<file path="src/rtl/asi_arb.sv">
`default_nettype none
// ============================================================================
//  Module   : asi_arb
//  Purpose  : Burst-level arbiter for NCH requesting channels. A grant is held
//             from the arbitration edge until the owner flags its final beat,
//             then the next winner is chosen with no idle cycle in between.
//             Winner selection is fixed priority, round-robin or weighted
//             round-robin (MODE 0/1/2), with an optional starvation override.
//  Ports    : usr_clk   - single clock, rising edge
//             usr_reset - synchronous active-high reset
//             req       - per-channel burst pending level
//             last      - per-channel final beat (only owner's bit is used)
//             weight    - per-channel burst quota for MODE 2 (WGT_W each)
//             gnt       - registered one-hot grant
//             gnt_idx   - registered binary index of the grant (0 when idle)
//             gnt_v     - registered "some channel granted"
//             starve    - registered per-channel starvation flag
//  Revision : 1.0 - initial release
// ============================================================================
module asi_arb #(
  parameter int NCH        = 2,
  parameter int MODE       = 1,
  parameter int WGT_W      = 4,
  parameter int STARVE_LIM = 0,
  parameter int IDXW       = ($clog2(NCH) > 1) ? $clog2(NCH) : 1
) (
  input  logic                   usr_clk,
  input  logic                   usr_reset,
  input  logic [NCH-1:0]         req,
  input  logic [NCH-1:0]         last,
  input  logic [NCH*WGT_W-1:0]   weight,
  output logic [NCH-1:0]         gnt,
  output logic [IDXW-1:0]        gnt_idx,
  output logic                   gnt_v,
  output logic [NCH-1:0]         starve
);

  typedef enum logic [0:0] {
    IDLE  = 1'b0,
    GRANT = 1'b1
  } state_t;

  state_t            state;
  state_t            state_nx;

  logic [IDXW-1:0]   ptr;
  logic [IDXW-1:0]   ptr_nx;
  logic [WGT_W-1:0]  credit [NCH];
  logic [WGT_W-1:0]  reload [NCH];

  logic [NCH-1:0]    starve_req;
  logic              owner_valid;
  logic              keep_owner;
  logic              regrant;
  logic [IDXW-1:0]   win;
  logic              arb;
  logic [NCH-1:0]    gnt_nx;
  logic [IDXW-1:0]   idx_nx;

  // Lowest-index set bit of a request vector.
  function automatic logic [IDXW-1:0] lowest(input logic [NCH-1:0] v);
    logic [IDXW-1:0] r;
    r = '0;
    for (int i = NCH - 1; i >= 0; i--) begin
      if (v[i]) r = IDXW'(i);
    end
    return r;
  endfunction

  // First set bit at or above position p, wrapping past the top channel.
  function automatic logic [IDXW-1:0] rr_pick(input logic [NCH-1:0] v,
                                              input logic [IDXW-1:0] p);
    logic            found;
    logic [IDXW-1:0] r;
    int              c;
    found = 1'b0;
    r     = '0;
    for (int k = 0; k < NCH; k++) begin
      c = (int'(p) + k) % NCH;
      if (!found && v[c]) begin
        found = 1'b1;
        r     = IDXW'(c);
      end
    end
    return r;
  endfunction

  // A zero quota would never let a channel be granted twice in a row anyway,
  // so it is treated as a quota of one burst.
  for (genvar i = 0; i < NCH; i++) begin : g_reload
    assign reload[i] = (weight[i*WGT_W +: WGT_W] == '0) ? WGT_W'(1)
                                                         : weight[i*WGT_W +: WGT_W];
  end

  // --------------------------------------------------------------------------
  // Winner selection
  // --------------------------------------------------------------------------
  always_comb begin
    starve_req  = starve & req;
    owner_valid = (state == GRANT);
    keep_owner  = (MODE == 2) && owner_valid && req[gnt_idx] &&
                  (credit[gnt_idx] > WGT_W'(1));
    regrant     = 1'b0;
    if (|starve_req) begin
      win = lowest(starve_req);
    end else if (MODE == 0) begin
      win = lowest(req);
    end else if (keep_owner) begin
      win     = gnt_idx;
      regrant = 1'b1;
    end else begin
      win = rr_pick(req, ptr);
    end
    ptr_nx = (int'(win) == NCH - 1) ? '0 : win + IDXW'(1);
  end

  // --------------------------------------------------------------------------
  // FSM: next state and next grant
  // --------------------------------------------------------------------------
  always_comb begin
    state_nx = state;
    gnt_nx   = gnt;
    idx_nx   = gnt_idx;
    arb      = 1'b0;
    case (state)
      IDLE: begin
        if (|req) begin
          arb      = 1'b1;
          state_nx = GRANT;
        end
      end
      GRANT: begin
        if (last[gnt_idx]) begin
          if (|req) begin
            arb = 1'b1;
          end else begin
            state_nx = IDLE;
            gnt_nx   = '0;
            idx_nx   = '0;
          end
        end
      end
      default: begin
        state_nx = IDLE;
        gnt_nx   = '0;
        idx_nx   = '0;
      end
    endcase
    if (arb) begin
      gnt_nx      = '0;
      gnt_nx[win] = 1'b1;
      idx_nx      = win;
    end
  end

  always_ff @(posedge usr_clk) begin
    if (usr_reset) state <= IDLE;
    else           state <= state_nx;
  end

  always_ff @(posedge usr_clk) begin
    if (usr_reset) begin
      gnt     <= '0;
      gnt_idx <= '0;
      gnt_v   <= 1'b0;
      ptr     <= '0;
    end else begin
      gnt     <= gnt_nx;
      gnt_idx <= idx_nx;
      gnt_v   <= |gnt_nx;
      if (arb) ptr <= ptr_nx;
    end
  end

  // Credits: only the outgoing owner's counter moves at an arbitration.
  // It is consumed on a re-grant and refilled when the owner gives way.
  always_ff @(posedge usr_clk) begin
    if (usr_reset) begin
      for (int i = 0; i < NCH; i++) credit[i] <= reload[i];
    end else if ((MODE == 2) && arb && owner_valid) begin
      if (regrant) credit[gnt_idx] <= credit[gnt_idx] - WGT_W'(1);
      else         credit[gnt_idx] <= reload[gnt_idx];
    end
  end

  // --------------------------------------------------------------------------
  // Starvation tracking
  // --------------------------------------------------------------------------
  if (STARVE_LIM > 0) begin : g_starve
    localparam int            CW  = ($clog2(STARVE_LIM + 1) > 1) ? $clog2(STARVE_LIM + 1) : 1;
    localparam logic [CW-1:0] LIM = CW'(STARVE_LIM);

    for (genvar i = 0; i < NCH; i++) begin : g_ch
      logic [CW-1:0] wait_cnt;
      logic [CW-1:0] wait_nx;
      logic          flag;

      // A channel winning on this edge counts as granted, so its flag drops
      // together with the grant rising and cannot win a second time.
      always_comb begin
        wait_nx = '0;
        if (req[i] && !gnt[i] && !gnt_nx[i]) begin
          wait_nx = (wait_cnt == LIM) ? LIM : wait_cnt + CW'(1);
        end
      end

      always_ff @(posedge usr_clk) begin
        if (usr_reset) begin
          wait_cnt <= '0;
          flag     <= 1'b0;
        end else begin
          wait_cnt <= wait_nx;
          flag     <= (wait_nx == LIM);
        end
      end

      assign starve[i] = flag;
    end
  end else begin : g_no_starve
    assign starve = '0;
  end

endmodule
`default_nettype wire
</file>
<file path="config.mk">
export PLATFORM = sky130hd
export DESIGN_NAME = asi_arb
export DESIGN_NICKNAME = d
export VERILOG_FILES = /design/src/rtl/asi_arb.sv
export SDC_FILE = /design/constraint.sdc
export NUM_CORES = 1
export LEC_CHECK = 0
export ABC_AREA = 1
export BUFFER_PORTS_ARGS = -buffer_cell sky130_fd_sc_hd__buf_4
export CAP_MARGIN = 20
export CORE_AREA = 5 5 42 44
export DETAILED_ROUTE_END_ITERATION = 6
export DIE_AREA = 0 0 47 49
export GPL_ROUTABILITY_DRIVEN = 1
export PLACE_DENSITY = 0.51
export RECOVER_POWER = 100
export SLEW_MARGIN = 20
export SYNTH_ARGS = -nofsm -noshare
export SYNTH_HDL_FRONTEND = slang
export SYNTH_SLANG_ARGS = --single-unit
</file>
<file path="constraint.sdc">
create_clock -name usr_clk -period 2.4 [get_ports usr_clk]
set_clock_uncertainty 0.2 [all_clocks]
set_input_delay 0.36 -clock usr_clk [delete_from_list [all_inputs] [get_ports usr_clk]]
set_output_delay 0.36 -clock usr_clk [all_outputs]
set_load 0.02 [all_outputs]
</file>
Yosys cells after proc, flatten, opt, wreduce, memory -nomap -nowiden
Index checks and enable logic that the tools add are counted.
Cells by class
  bitwise gates (word level): 2
  add/subtract/negate cells: 2
  eq/ne operators: 1
  shift operators: 0
  reduce and logical (&&, ||, !) cells: 8
  multipliers: 0
  divide/modulo/power cells: 0
  magnitude comparators: 5
  mux-type cells: 26
Operators by type and width (count)
  $mux W1: 19
  $mux W2: 4
  $lt A1 B2 Y1 const B: 3
  $pmux W1 S2: 2
  $reduce_bool A2 Y1: 2
  $reduce_or A2 Y1: 2
  $lt A2 B3 Y1 const B: 1
  $reduce_and A3 Y1: 1
  $add A1 B1 Y1 const B: 2
  $logic_and A1 B1 Y1: 2
  $ne A2 B2 Y1 const B: 1
  $and A1 B1 Y1 const A: 1
  $demux W1 S1: 1
  $ge A1 B1 Y1 const B: 1
  $logic_not A1 Y1: 1
  $not A1 Y1: 1
Word-level totals
  RAM bits: 0
  flip-flop bits (word level): 6
  bits in latches: 0
  output and inout bits: 6
  word-level logic and storage cells: 49
  ROM bits: 0
  memories kept: 0
  bits of input ports: 14

Depth between registers and ports, before layout
Gate-level depths: netlist of run 1.
  depth in word-level cells: 13
  mapped depth: 7
  depth with buffers taken out: 7

Least setup slack after synthesis of run 1
Ideal clock, no wire load.
  kind: register -> register
  start: register gnt_idx
  end: register gnt_v
  setup slack: 1.168 ns
  setup time: 0.114 ns
  required time: 2.086 ns
  cell stages (with the launch flop): 8
  data arrival time: 0.919 ns
  cells stage by stage: dfxtp_1 -> inv_2 -> nand2_2 -> nand3_2 -> nand3_1 -> nand2_1 -> nand2_1 -> nand2_1
On the way
  word-level cells in the longest chain between the ends: 6
RTL lines
  from (decl): line 33  | output logic [IDXW-1:0] gnt_idx,
  from (signal assigned): line 169  | gnt_idx <= idx_nx;
  $mux W1 (not written as such) * (2 in series): line 133  | if (last[gnt_idx]) begin
  $mux W1 or $mux W2 (tied branches): line 133
  $pmux W1 S2 or $mux W2 (tied branches): line 125  | case (state)
  $mux W2 *: line 149  | if (arb) begin
  $reduce_or A2 Y1 *: line 170  | gnt_v <= |gnt_nx;
  to (signal assigned): line 170
  to (decl): line 34  | output logic gnt_v,
Every way passes the cells marked *; elsewhere a longest branch is shown, timed or not. The select of a mux whose other input is x is not followed.
A chain may end at the register's enable or synchronous reset.

Worst setup path after layout of run 1
  start: register gnt_idx
  end: output port gnt_idx
No word-level cell between the ends.

==> impl_metrics.json, run 1 <==
{
  "core-area_sq_um": 1400,
  "hold_buffers": 0,
  "fin_util": 0.264,
  "grt_pass1_wl_um": 910,
  "rsz0062_at_grt": "no",
  "path_clk_slew_ns": 0.05,
  "crit_type": "register to output port",
  "synth.distinct_cells": 12,
  "r2r_end": "gnt_v",
  "reg2regPathDepth": 7,
  "yosysWarnings": 0,
  "synth_area_leaders": "dfxtp_1 41%, nand2_1 14%, inv_1 12%",
  "routedWlPerCell_um": 7.87,
  "dr_total_vias": 257,
  "fin_crit_ns": 1.43,
  "syn2layout_area_growth_pct": 27.0,
  "ys_ff_latch": 6,
  "required_ns": 1.84,
  "p_int_uw": 183,
  "grt_max_degree": 6,
  "avgSynthCellArea_sq_um": 6.78,
  "slew_viol_final": 0,
  "finalSetupViolCount": 0,
  "p_leak_uw": 0.000208,
  "initial_core_util": 0.208,
  "critPathCaptureType": "output port",
  "io_buffers": 9,
  "final_cell_mix": "11 x nand2_1, 10 x inv_1, 6 x nand3_1, 6 x dfxtp_1, 5 x buf_4",
  "synthCells": 43,
  "worst-path-buf-inv": 1,
  "synth_fa_ha_area_frac": 0,
  "die_x_um": 47,
  "synthXorXnorAreaFrac": 0,
  "muxShareOfSynthArea": 0,
  "period_share": 0.594,
  "ir_drop_mv": 0.227,
  "cts_buffers": 3,
  "syn-cell-area_sq_um": 292,
  "pwr-share-comb": 0.190,
  "hold_violations": 0,
  "cap_violations": 0,
  "dpl.hpwl_um": 456,
  "cp_slowest_cell": "dfxtp_1",
  "min_path_type": "input port to register",
  "swShare": 0.279,
  "diodes": 0,
  "drive_above_1_share": 0.204,
  "die-area_sq_um": 2300,
  "yosys.area_share.simple": 0.326,
  "io_pins": 20,
  "tns_ns": 0,
  "seqPwrFrac": 0.449,
  "cts_root_buf": "clkbuf_4",
  "drtAntennaViolNets": 0,
  "synth_top_family_by_area": "simple AND/OR/NAND/NOR gates",
  "p_switching_uw": 71.0,
  "power_density_nw_per_um2": 687,
  "grt_overflow": 0,
  "hp-start": "usr_reset",
  "final_common_cell": "nand2_1",
  "fp-row-count": 14,
  "nFillCells": 174,
  "worstReg2RegStart": "gnt_idx",
  "power.share.clock": 0.361,
  "worstPathArrival_ns": 0.87,
  "worst_path_largest_cell_delay_ns": 0.38,
  "crit_fanout": 5,
  "whs_path_depth": 2,
  "drcViolationCount": 0,
  "path_cells": "clkbuf_1",
  "nNetsFinal": 70,
  "via_per_inst": 3.67,
  "finalWeightedCongestion": 0.680,
  "post-cts-setup-buffers": 0,
  "synth_compound_area_frac": 0.0687,
  "cts_tree": "done",
  "max_freq_mhz": 701,
  "multi_input_comb_area_sq_um": 118,
  "cts_buffer_depth": 2,
  "initialDrtViolationCount": 5,
  "crit_path_start_kind": "register",
  "die_y_um": 49,
  "crit_family": "flip-flops",
  "yosys.area.top_type": "dfxtp_1",
  "h-tree-depth": 1,
  "grt_pass1_vias": 239,
  "insertion_delay_ns": 0.24,
  "drt_wl_total_um": 551,
  "grt_antenna_before_repair": 0,
  "holdWs_ns": 0.107,
  "synth.top_cell.area_share": 0.412,
  "hold_end": "owner_valid",
  "ff_latch_area_sq_um": 120,
  "first_pass_iters": 3,
  "grt_usage": 0.0571,
  "seq_area_frac_synth": 0.412,
  "cts_sinks": 6,
  "status": "finished clean",
  "ctsResizeCount": 0,
  "ff2ff_setup_slack_ns": 1.16
}
==> cell families after synthesis <==
group,Yosys count
other,1
AO/OA/AOI/OAI,4
flip-flops,6
buffers and inverters,12
AND/OR/NAND/NOR,20
==> cells in the mapped netlist (all sizes together) <==
| master | instances |
|---|---|
| nand2 | 13 |
| dfxtp | 6 |
| nor2 | 1 |
| conb | 1 |
| inv | 10 |
| nand3 | 6 |
| o21ai | 1 |
| buf | 2 |
| a21oi | 3 |
==> per-stage QoR <==
stage	cells	setup slack, ns	cell area, sq um	power [uW]
floorplan	44	1.17	295	152
global placement	67	1.13	368	172
detailed placement	67	1.13	368	172
CTS	70	1.03	390	267
global route	70	0.886	370	273
finish	70	0.974	370	254
==> power groups by stage <==
stage                     Sequential [uW]  Clock, uW  Combinational (uW)
after floorplan                       124          0                27.9
after global placement                117          0                54.8
after detailed placement              117          0                54.9
after CTS                             115       96.7                55.1
after global routing                  116        101                56.1
final                                 114       91.7                48.4
==> state kept, by name (all words and copies together), names as in the netlist <==
signal / cells
gnt_v: 1
ptr: 1
gnt_idx: 1
gnt: 2
owner_valid: 1
==> layer usage <==
layer,up-vias,track usage,part of all wire
met4,0,0.0415,0
met2,5,0.0769,0.45
met3,0,0.0332,0.087
met5,-,0,0
met1,103,0.0640,0.46
li1,149,-,-
==> area by class of cell <==
cell class                      instances  area share
Clock buffer                            3      0.0608
Inverter                               10       0.101
Multi-Input combinational cell         26       0.318
Sequential cell                         6       0.324
Tap cell                               16      0.0541
Timing Repair Buffer                    9       0.142
==> worst max path at each step <==
stage / from / slack (ns) / depth (start not counted) / endpoint
floorplan: gnt_idx / 1.17 / 7 / gnt_v
global placement: req[0] / 1.13 / 7 / gnt_v
detailed placement: req[0] / 1.13 / 7 / gnt_v
CTS: gnt_idx / 1.03 / 1 / gnt_idx
global route: gnt_idx / 0.89 / 1 / gnt_idx
finish: gnt_idx / 0.97 / 1 / gnt_idx
No activity file was read; power rests on OpenSTA's default activity.
==> inputs of run 2 (changes only) <==
==> constraint.sdc (replaced) <==
create_clock -name usr_clk -period 1.5 [get_ports usr_clk]
set_clock_uncertainty 0.2 [all_clocks]
set_input_delay 0.225 -clock usr_clk [delete_from_list [all_inputs] [get_ports usr_clk]]
set_output_delay 0.225 -clock usr_clk [all_outputs]
set_load 0.02 [all_outputs]
==> run 2 against run 1 <==
Register-to-register slack worse by 0.86 ns. Cell count up 1.4%. Clock power up 60%. Critical path depth unchanged. Clock-buffer cell count unchanged. Non-clock buffer count up 1. First-iteration DRC count unchanged. Total power up 61%. Utilization up 1.1 points.
==> impl_metrics.json, run 2 (synthesized netlist as in run 1, its figures left out) <==
{
  "status": "finished clean",
  "grt_overflow": 0,
  "crit_fanout": 5,
  "cts_sinks": 6,
  "die_y_um": 49,
  "critPathCaptureType": "output port",
  "max_freq_mhz": 775,
  "final_common_cell": "nand2_1",
  "crit_family": "flip-flops",
  "grt_usage": 0.0585,
  "initial_core_util": 0.208,
  "path_clk_slew_ns": 0.05,
  "place_area_sq_um": 368,
  "core-area_sq_um": 1400,
  "final_cell_mix": "11 x nand2_1, 10 x inv_1, 6 x dfxtp_1",
  "dpl.hpwl_um": 456,
  "io_buffers": 9,
  "die_x_um": 47,
  "grt_max_degree": 6,
  "ctsResizeCount": 0,
  "io_pins": 20,
  "grt_pass1_vias": 241,
  "insertion_delay_ns": 0.24,
  "routedWlPerCell_um": 7.79,
  "finalSetupViolCount": 0,
  "die-area_sq_um": 2300,
  "ir_drop_mv": 0.364,
  "cap_violations": 0,
  "worstReg2RegStart": "gnt_idx",
  "first_pass_iters": 3,
  "nFillCells": 172,
  "cts_buffer_depth": 2,
  "rsz0062_at_grt": "no",
  "grt_pass1_wl_um": 938,
  "cts_root_buf": "clkbuf_4",
  "top_layer": "met3",
  "grt_antenna_before_repair": 0,
  "initialDrtViolationCount": 5,
  "min_path_type": "input port to register",
  "nNetsFinal": 71,
  "r2r_end": "gnt_v",
  "crit_type": "register to output port",
  "path_cells": "clkbuf_1",
  "hold_buffers": 1,
  "crit_path_start_kind": "register",
  "post-cts-setup-buffers": 0,
  "period_share": 0.861,
  "tns_ns": 0,
  "ff_latch_area_sq_um": 120,
  "whs_path_depth": 3,
  "dr_total_vias": 259,
  "largest_reg_flops": 2,
  "met3_length_um": 48,
  "final_area_sq_um": 385,
  "finalWeightedCongestion": 0.680,
  "hp-start": "req[1]",
  "reg2regPathDepth": 7,
  "drcViolationCount": 0,
  "largest-register": "gnt",
  "hold_violations": 0,
  "wl_met1_um": 258,
  "via_per_inst": 3.65,
  "cp_slowest_cell": "dfxtp_1",
  "slew_viol_final": 0,
  "diodes": 0,
  "required_ns": 1.07,
  "syn2layout_area_growth_pct": 32.2,
  "hold_end": "owner_valid",
  "route.met2.wl_um": 246,
  "h-tree-depth": 1,
  "power_density_nw_per_um2": 1060,
  "worst-path-buf-inv": 1,
  "drt_wl_total_um": 553,
  "p_leak_uw": 0.000214,
  "cts_tree": "done",
  "fin_crit_ns": 1.29,
  "multi_input_comb_area_sq_um": 123,
  "cts_buffers": 3,
  "drive_above_1_share": 0.218,
  "drtAntennaViolNets": 0,
  "ff2ff_setup_slack_ns": 0.30,
  "worst_path_largest_cell_delay_ns": 0.38,
  "worstPathArrival_ns": 0.87,
  "fp-row-count": 14
}
[run 2: where the power goes]
group | leakage, uW | switching, uW | internal, uW
logic | 0.000150 | 50.4 | 30.1
clock network | 0.0000138 | 56.3 | 90.4
registers | 0.0000499 | 8.12 | 175
[run 2: layout make-up]
cell class                      instances  area share
Multi-Input combinational cell         26       0.318
Sequential cell                         6       0.312
Timing Repair Buffer                   10       0.162
Inverter                               10      0.0974
Clock buffer                            3      0.0584
Tap cell                               16      0.0519
[run 2: how the worst max path moves through the flow]
stage,cells past startpoint,from,to
floorplan,7,gnt_idx,gnt_v
global placement,7,gnt_idx,gnt_v
detailed placement,7,gnt_idx,gnt_v
CTS,1,gnt_idx,gnt_idx
global route,7,gnt_idx,gnt_v
finish,1,gnt_idx,gnt_idx
[run 2: per-stage QoR]
stage	total power, uW	cells	util	hold slack (ns)	worst slack (ns)
final	410	71	0.275	0.0577	0.209
after global routing	441	71	0.275	0.0542	0.120
after CTS	429	71	0.286	0.0510	0.261
after detailed placement	275	67	0.263	0.221	0.309
after global placement	275	67	0.263	0.222	0.312
after floorplan	243	44	-	0.0941	0.268
[run 2: layer usage]
layer,vias up,global-route usage
li1,151,-
met4,0,0.0415
met3,0,0.0332
met2,5,0.0769
met5,-,0
met1,103,0.0684
